==> src/rtl/seg_scan_pkg.sv <==
// Shared definitions for the 7-segment scan-bus capture path: anode codes,
// capture FSM states and slot index helpers.
package seg_scan_pkg;

  localparam logic [3:0] AN_SLOT3 = 4'b0111;
  localparam logic [3:0] AN_SLOT2 = 4'b1011;
  localparam logic [3:0] AN_SLOT1 = 4'b1101;
  localparam logic [3:0] AN_SLOT0 = 4'b1110;
  localparam logic [3:0] AN_BLANK = 4'b1111;

  typedef enum logic [2:0] {
    SYNC = 3'd0,
    EXP3 = 3'd1,
    EXP2 = 3'd2,
    EXP1 = 3'd3,
    EXP0 = 3'd4
  } state_t;

  typedef logic [1:0] slot_t;

  // Slot the FSM is waiting for in a given EXPk state.
  function automatic slot_t expected_slot(input state_t s);
    case (s)
      EXP3:    return 2'd3;
      EXP2:    return 2'd2;
      EXP1:    return 2'd1;
      default: return 2'd0;
    endcase
  endfunction

  // State reached after a slot is accepted in order (or as a new frame start).
  function automatic state_t state_after(input slot_t s);
    case (s)
      2'd3:    return EXP2;
      2'd2:    return EXP1;
      2'd1:    return EXP0;
      default: return EXP3;
    endcase
  endfunction

endpackage

==> src/rtl/seg_anode_decode.sv <==
// Combinational classifier for the active-low one-hot anode strobe:
// slot index plus slot / blank / illegal flags.
module seg_anode_decode
  import seg_scan_pkg::*;
(
  input  logic [3:0] anode,
  output slot_t      slot,
  output logic       is_slot,
  output logic       is_blank,
  output logic       is_illegal
);

  always_comb begin
    slot       = 2'd0;
    is_slot    = 1'b0;
    is_blank   = 1'b0;
    is_illegal = 1'b0;
    case (anode)
      AN_SLOT3: begin slot = 2'd3; is_slot = 1'b1; end
      AN_SLOT2: begin slot = 2'd2; is_slot = 1'b1; end
      AN_SLOT1: begin slot = 2'd1; is_slot = 1'b1; end
      AN_SLOT0: begin slot = 2'd0; is_slot = 1'b1; end
      AN_BLANK: is_blank = 1'b1;
      default:  is_illegal = 1'b1;
    endcase
  end

endmodule

==> src/rtl/seg_scan_capture.sv <==
// Receive side of the 4-digit multiplexed 7-seg scan bus: samples the bus,
// checks slot order and reassembles the 16-bit word.
// Optional macro SEG_CAPTURE_CHANGE_EN: pulse valid only when the frame changes.
module seg_scan_capture
  import seg_scan_pkg::*;
#(
  parameter int MIN_DWELL = 1
) (
  input  logic        clk,
  input  logic        reset,
  input  logic [3:0]  digit,
  input  logic [3:0]  anode,
  output logic [15:0] data,
  output logic        valid,
  output logic        err
);

  localparam int CW = $clog2(MIN_DWELL + 1);
  localparam logic [CW-1:0] DWELL_MAX = CW'(MIN_DWELL);

  logic [3:0]    anode_reg, digit_reg, prev_reg;
  logic [CW-1:0] cnt_reg, cnt_next;
  state_t        state_reg, state_next;
  logic [15:4]   part_reg, part_next;
  logic [15:0]   data_reg;
  logic          valid_reg, err_reg;
  logic          valid_next, err_next, frame_done, accept, restart;
  logic [15:0]   frame_word;

  slot_t slot;
  logic  is_slot, is_blank, is_illegal;

  seg_anode_decode u_decode (
    .anode      (anode_reg),
    .slot       (slot),
    .is_slot    (is_slot),
    .is_blank   (is_blank),
    .is_illegal (is_illegal)
  );

  // A slot code is accepted exactly once, on the cycle its run reaches MIN_DWELL.
  always_comb begin
    restart  = (anode_reg != prev_reg) || (cnt_reg == '0);
    cnt_next = cnt_reg;
    if (is_blank || is_illegal)
      cnt_next = '0;
    else if (restart)
      cnt_next = CW'(1);
    else if (cnt_reg != DWELL_MAX)
      cnt_next = cnt_reg + CW'(1);
    accept = is_slot && (cnt_next == DWELL_MAX) && (restart || cnt_reg != DWELL_MAX);
  end

  always_comb begin
    state_next = state_reg;
    part_next  = part_reg;
    frame_done = 1'b0;
    err_next   = 1'b0;
    if (is_illegal) begin
      err_next   = 1'b1;
      state_next = SYNC;
      part_next  = '0;
    end else if (accept) begin
      if (state_reg == SYNC) begin
        if (slot == 2'd3) begin
          part_next  = {digit_reg, 8'h00};
          state_next = EXP2;
        end
      end else if (slot == expected_slot(state_reg)) begin
        state_next = state_after(slot);
        case (slot)
          2'd3:    part_next[15:12] = digit_reg;
          2'd2:    part_next[11:8]  = digit_reg;
          2'd1:    part_next[7:4]   = digit_reg;
          default: frame_done       = 1'b1;
        endcase
      end else begin
        // Out-of-order slot3 restarts framing instead of dropping to SYNC.
        err_next = 1'b1;
        if (slot == 2'd3) begin
          part_next  = {digit_reg, 8'h00};
          state_next = EXP2;
        end else begin
          part_next  = '0;
          state_next = SYNC;
        end
      end
    end
  end

  assign frame_word = {part_reg, digit_reg};

`ifdef SEG_CAPTURE_CHANGE_EN
  logic first_reg;
  assign valid_next = frame_done && (first_reg || (frame_word != data_reg));
`else
  assign valid_next = frame_done;
`endif

  always_ff @(posedge clk) begin
    if (reset) begin
      anode_reg <= AN_BLANK;
      digit_reg <= '0;
      prev_reg  <= AN_BLANK;
      cnt_reg   <= '0;
      state_reg <= SYNC;
      part_reg  <= '0;
      data_reg  <= '0;
      valid_reg <= 1'b0;
      err_reg   <= 1'b0;
`ifdef SEG_CAPTURE_CHANGE_EN
      first_reg <= 1'b1;
`endif
    end else begin
      anode_reg <= anode;
      digit_reg <= digit;
      prev_reg  <= anode_reg;
      cnt_reg   <= cnt_next;
      state_reg <= state_next;
      part_reg  <= part_next;
      valid_reg <= valid_next;
      err_reg   <= err_next;
      if (frame_done)
        data_reg <= frame_word;
`ifdef SEG_CAPTURE_CHANGE_EN
      if (frame_done)
        first_reg <= 1'b0;
`endif
    end
  end

  assign data  = data_reg;
  assign valid = valid_reg;
  assign err   = err_reg;

endmodule

==> config.mk <==
export PLATFORM = sky130hd
export DESIGN_NAME = seg_scan_capture
export DESIGN_NICKNAME = d
export VERILOG_FILES = /design/src/rtl/seg_scan_pkg.sv /design/src/rtl/seg_anode_decode.sv /design/src/rtl/seg_scan_capture.sv
export SDC_FILE = /design/constraint.sdc
export NUM_CORES = 1
export LEC_CHECK = 0
export BUFFER_PORTS_ARGS = -buffer_cell sky130_fd_sc_hd__buf_2
export CORE_MARGIN = 10
export CORE_UTILIZATION = 45
export CTS_BUF_LIST = sky130_fd_sc_hd__clkbuf_4
export DETAILED_ROUTE_END_ITERATION = 8
export SLEW_MARGIN = 20
export SYNTH_ARGS = -nofsm -noshare
export SYNTH_HDL_FRONTEND = slang
export SYNTH_SLANG_ARGS = --single-unit
export TNS_END_PERCENT = 10
==> constraint.sdc <==
create_clock -name clk -period 2.2 [get_ports clk]
set_input_delay 0.33 -clock clk [delete_from_list [all_inputs] [get_ports clk]]
set_output_delay 0.33 -clock clk [all_outputs]
set_load 0.02 [all_outputs]
After elaboration in Yosys (flattened, before gate mapping)
Cells that the tools add are included.

Register bits after elaboration: 46. Output and inout bits: 18.

$add $sub $neg: 1. Eq/ne operators: 17. Muxes and demuxes: 32. Reduce and logical (&&, ||, !) cells: 14. Bitwise gates (word level): 2.

Operator list (count): $mux 12 (4); $eq 4x4->1 const B (4); $mux 1 (15); $mux 4 (3); $pmux 2 s3 (2); $mux 3 (3); $pmux 3 s3 (1); $reduce_and 3->1 (3); $mux 2 (4); $eq 3x2->1 const B (2); $ne 3x2->1 const B (2); $reduce_or 5->1 (1); $eq 2x2->1 const B (2); $eq 4x3->1 const B (1); $ne 4x4->1 (1); $reduce_or 4->1 (1); $eq 3x1->1 const B (1); $logic_not 3->1 (1); $logic_or 1x1->1 (3); $reduce_or 3->1 (1); $eq 2x1->1 const B (1); $eq 2x2->1 (1); $logic_and 1x1->1 (2); $ne 2x1->1 const B (1); other kinds (5) (6).

Depth between registers and ports, before layout
Word-level depth: 14. Depth in mapped cells: 8.

Cells and area by module
Synthesis repeated with hierarchy kept, for this count alone.

Cell total of the unflattened synthesis: 196. Area total of the unflattened synthesis: 1950.6 sq um.

By module, submodules not included: seg_scan_capture (times used 1, area each 1833.0 sq um, cells each 181, sequential area each 920.9 sq um); seg_anode_decode (times used 1, area each 117.6 sq um, cells each 15, sequential area each 0.0 sq um).

Worst setup path before layout
OpenSTA, ideal clock, no wires.

Path type: reg-to-reg. Start: register anode_reg[3]. End: register data_reg[10] (netlist: data[10]). Setup slack: 0.304 ns. Clock period less this slack: 1.896 ns. Cell stages (with the launch flop): 8. Data arrival time: 1.824 ns. Cells stage by stage: dfxtp_1 > buf_4 > and3b_1 > a21o_1 > a221o_1 > nor3_4 > buf_8 > mux2i_1.

Word-level cells in the longest chain between the ends: 9. Elaborated cells on any way between the ends: 29.

Ends and longest elaborated chain: start: declaration (line seg_scan_capture.sv:21) `logic [3:0] anode_reg, digit_reg, prev_reg;`; start signal: assignment (line seg_scan_capture.sv:115) `anode_reg <= anode;`; $eq 4x4->1 / $eq 4x3->1 (equally long branches) (line seg_anode_decode.sv:18) `case (anode)`; $pmux 2 s3 / $reduce_or 5->1 (equally long branches); $eq 2x2->1 (tied with other cells) (line seg_scan_capture.sv:71) `case (slot)`; $reduce_or 3->1 (no source line) / $logic_or 1x1->1 (equally long branches); $mux 1 (on tied branches) (line seg_scan_capture.sv:71, seg_scan_capture.sv:45); $mux 1 / $logic_and 1x1->1 (equally long branches) (line seg_scan_capture.sv:69, seg_scan_capture.sv:51); $mux 1 / $logic_and 1x1->1 (equally long branches) (line seg_scan_capture.sv:64, seg_scan_capture.sv:51); $mux 1 (line seg_scan_capture.sv:63) `end else if (accept) begin`; $mux 1 * (line seg_scan_capture.sv:59) `if (is_illegal) begin`; end signal: assignment (line seg_scan_capture.sv:124) `data_reg <= frame_word;`; end: declaration (line seg_scan_capture.sv:25) `logic [15:0] data_reg;`.

Every way passes the cells marked *; elsewhere a longest branch is shown, timed or not. A chain may end at the register's enable or synchronous reset.

Worst setup path in the final report
Start: register anode_reg[2]. End: register data_reg[4] (netlist: data[4]).

The elaborated chain is that of the path after synthesis.

==> results_dict.tcl <==
set metrics [dict create \
    outcome "complete, no violations" \
    rr_startpoint "anode_reg[2]$_SDFF_PP1_" \
    drt-wirelength-per-cell_um 14.9 \
    period_minus_slack_ns 2.03 \
    worst_hold_startpoint "anode[1]" \
    post_cts.repair.setup_buffers 0 \
    final.period_utilization_pct 92.3 \
    port_buffer_count 27 \
    min_delay_worst_endpoint "anode_reg[1]$_SDFF_PP1_" \
    antenna_cells_inserted 0 \
    min-delay-path-class "primary input to flip-flop" \
    clock_path_buffers 2 \
    place_inst 282 \
    gr-usage-all-layers_pct 11.9 \
    timing.critical_path.max_delay_family "compound AO/OA/AOI/OAI gates" \
    post-route-worst-setup-slack_ns 0.169 \
    timing.critical_path.buf_inv 2 \
    yosysUniqueCellTypes 50 \
    drc 0 \
    end_kind "flip-flop" \
    grt_pass1_vias 1527 \
    cts.sinks 46 \
    met2_length_um 1860 \
    cts_tree "built" \
    route.top_layer_used "met4" \
    critPathSlowestCell "a221o_1" \
    clock_tree.htree_level_count 2 \
    met3_wirelength_um 329 \
    fillerInstances 417 \
    worst_skew_pair_latency_ns 0.37 \
    grt_start_max_net_pins 40 \
    yosys_warnings 0 \
    crit_chain "buf_4, and4b_1, a31oi_1, a221o_1, nor3_4, buf_4, mux2i_1" \
    mostFrequentLayoutCell "dfxtp_1" \
    drt-total-wl_um 4320 \
    die_outline_area_um2 7770 \
    syn2layout_area_growth_pct 12.2 \
    path_common_cell "buf_4" \
    initialDrtViolationCount 90 \
    power_per_cell_area_nw_per_um2 653 \
    largest_vdd_supply_drop_v 0.000302 \
    timing.critical_path.fanout_max 10 \
    cts.clk_slew.worst_paths_ns 0.14 \
    r2r_cells 7 \
    antenna_violations_before_repair 0 \
    drt-pass1-iter-count 4 \
    critPathMaxStageDelay_ns 0.42 \
    worst-path-stages 7 \
    start_util_pct 47.3 \
    worst_pin_slew_ns 0.494 \
    post_drt_via_cell_ratio 5.48 \
    r2r_setup_slack_ns 0.17 \
    critPathArrivalTime_ns 2.34 \
    route.layer.met1.wl_um 2070 \
    source_of_the_critical_timing_path "anode_reg[2]$_SDFF_PP1_" \
    cts-buffers-inserted 5 \
    grt_remaining_overflow 0 \
    type_of_the_setup_path_with_the_least_slack "flip-flop to flip-flop" \
    place_worst_setup_slack_ns 0.0357 \
    ant_nets 0 \
    instances_no_fill 290 \
    synth.cell_area_um2 2090 \
    design.core.area_um2 4410 \
    r2r-end "data[4]$_SDFFE_PP0P_" \
    setup.worst_path.start_class "flip-flop" \
    post_route_cells_drive_above_1_share_pct 25.6 \
    clock_skew_ns 0.00981 \
    grt_pass1_wl_um 7390 \
    seq_area_frac_synth_pct 44.1 \
    fmax_mhz 492 \
    timing.max_slew.rel_slack_pct 67.0 \
    total_count_of_max_transition_violations_in_the_final_report 0 \
    clock_tree.root_cell "clkbuf_4" \
    worst_ep_required_time_ns 2.51 \
    finalSetupTns_ns 0 \
    detailroute.via_count 1588 \
    p_leak_nw 0.910 \
    io-pin-count 28 \
    report.final.hold_viol_count 0 \
    holdPathStages 2 \
    avgSynthCellArea_um2 9.99 \
    die-width_um 88.1 \
    core.rowCount 24 \
    post-route-util_pct 53.1 \
    die-height_um 88.1 \
    maxCapViolCount 0 \
    final_net_count 247 \
    gpl.final_weighted_congestion 0.835 \
    yosys_register_bits 46 \
    largest_register_ffs 16 \
    grt_setup_unrepaired "false" \
    synth_nets 219 \
    place.detailed.hpwl_um 3180 \
    syn-instance-count 209 \
    most_frequent_cells_in_the_layout "dfxtp_1, nand2b_1, buf_2, mux2i_1, buf_4" \
    setup_viol 0 \
]
## layout make-up
| cell class | count | area, um2 | area share (%) |
|---|---|---|---|
| clock buffers | 5 | 37.5 | 1.60 |
| clock inverters | 3 | 43.8 | 1.87 |
| inverters | 2 | 7.51 | 0.320 |
| multi-input cells | 145 | 1050 | 45.0 |
| flip-flops and latches | 46 | 926 | 39.5 |
| well taps | 52 | 65.1 | 2.78 |
| repair buffers | 37 | 210 | 8.97 |
## what timing repair did
action / CTS / global route
hold buffers: 0 / 0
endpoints found under the setup margin: 0 / 28
gates resized for setup: 0 / 4
endpoints found under the hold margin: 0 / 0
## worst max path at each step
| stage | endpoint | slack [ns] |
|---|---|---|
| detailed placement | data[4]$_SDFFE_PP0P_ | 0.04 |
| finish | data[4]$_SDFFE_PP0P_ | 0.17 |
| CTS | data[4]$_SDFFE_PP0P_ | 0.02 |
| global placement | data[13]$_SDFFE_PP0P_ | 0.12 |
| global route | part_reg[7]$_SDFFE_PP0P_ | 0.06 |
| floorplan | data[10]$_SDFFE_PP0P_ | 0.30 |
## logic make-up (layout without fill, tap and decap cells)
logic type                 count (synthesis)  count (layout)  share of synthesized area [%]
muxes                                     16              16                           7.67
DFF                                       46              46                           44.1
buffers and inverters                     18              47                           5.45
and+or+nand+nor                           84              84                           25.0
xor gates and xnor gates                   6               6                           2.52
AOI/OAI and AO/OA                         38              38                           14.7
adders and majority gates                  1               1                          0.479
## cell usage after synthesis, drive strengths merged
| cell | count | area, um2 |
|---|---|---|
| a21o | 1 | 7.51 |
| nand3 | 3 | 15.0 |
| or4 | 1 | 7.51 |
| o211ai | 2 | 15.0 |
| o211a | 1 | 10.0 |
| nor2 | 7 | 26.3 |
| or3 | 1 | 6.26 |
| a22o | 9 | 78.8 |
| a221o | 1 | 10.0 |
| clkbuf | 8 | 30.0 |
| and2 | 1 | 6.26 |
| o32ai | 1 | 8.76 |
| xor2 | 4 | 35.0 |
| dfxtp | 46 | 921 |
| mux2i | 16 | 160 |
| nor3 | 4 | 31.3 |
| or2 | 9 | 56.3 |
| o21ai | 1 | 5.00 |
| inv | 2 | 7.51 |
| nor4 | 3 | 18.8 |
| nor3b | 1 | 7.51 |
| and3b | 2 | 17.5 |
| a31o | 2 | 26.3 |
| nor4b | 1 | 8.76 |
| a21oi | 3 | 15.0 |
| nand2 | 7 | 26.3 |
| o21a | 1 | 7.51 |
| a21boi | 2 | 15.0 |
| o21bai | 1 | 7.51 |
| xnor2 | 2 | 17.5 |
| and3 | 1 | 6.26 |
| nand2b | 32 | 200 |
| and4b | 2 | 20.0 |
| and4 | 1 | 8.76 |
| o22ai | 1 | 6.26 |
| o31a | 1 | 8.76 |
| a31oi | 5 | 31.3 |
| buf | 8 | 76.3 |
| o31ai | 2 | 15.0 |
| maj3 | 1 | 10.0 |
| nand4b | 4 | 35.0 |
| a32o | 4 | 40.0 |
| nor2b | 4 | 25.0 |
## worst register-to-register path: stages, from the launching register on
cell and delay [ns]:
dfxtp_2 0.41, buf_4 0.18, and4b_1 0.25, a31oi_1 0.11
a221o_1 0.42, nor3_4 0.17, buf_4 0.22, mux2i_1 0.21
## routing by layer
| layer | vias up | global-route usage [%] |
|---|---|---|
| met1 | 732 | 15.8 |
| li1 | 798 | - |
| met4 | 0 | 4.85 |
| met2 | 51 | 17.2 |
| met5 | - | 0 |
| met3 | 7 | 3.90 |
## power by group
| part | internal [W] | switching [W] |
|---|---|---|
| registers | 0.000849 | 0.0000237 |
| logic | 0.0000623 | 0.0000681 |
| clock network | 0.000241 | 0.000286 |
## metrics by stage
stage | instance area [um2] | hold WS, ns | power (W)
6_report | 2340 | 0.138 | 0.00153
5_1_grt | 2340 | 0.127 | 0.00160
4_1_cts | 2340 | 0.125 | 0.00154
3_5_place_dp | 2260 | 0.459 | 0.00102
3_3_place_gp | 2260 | 0.456 | 0.00102
2_1_floorplan | 2090 | 0.434 | 0.000988
Power figures use the tool's default switching activity.
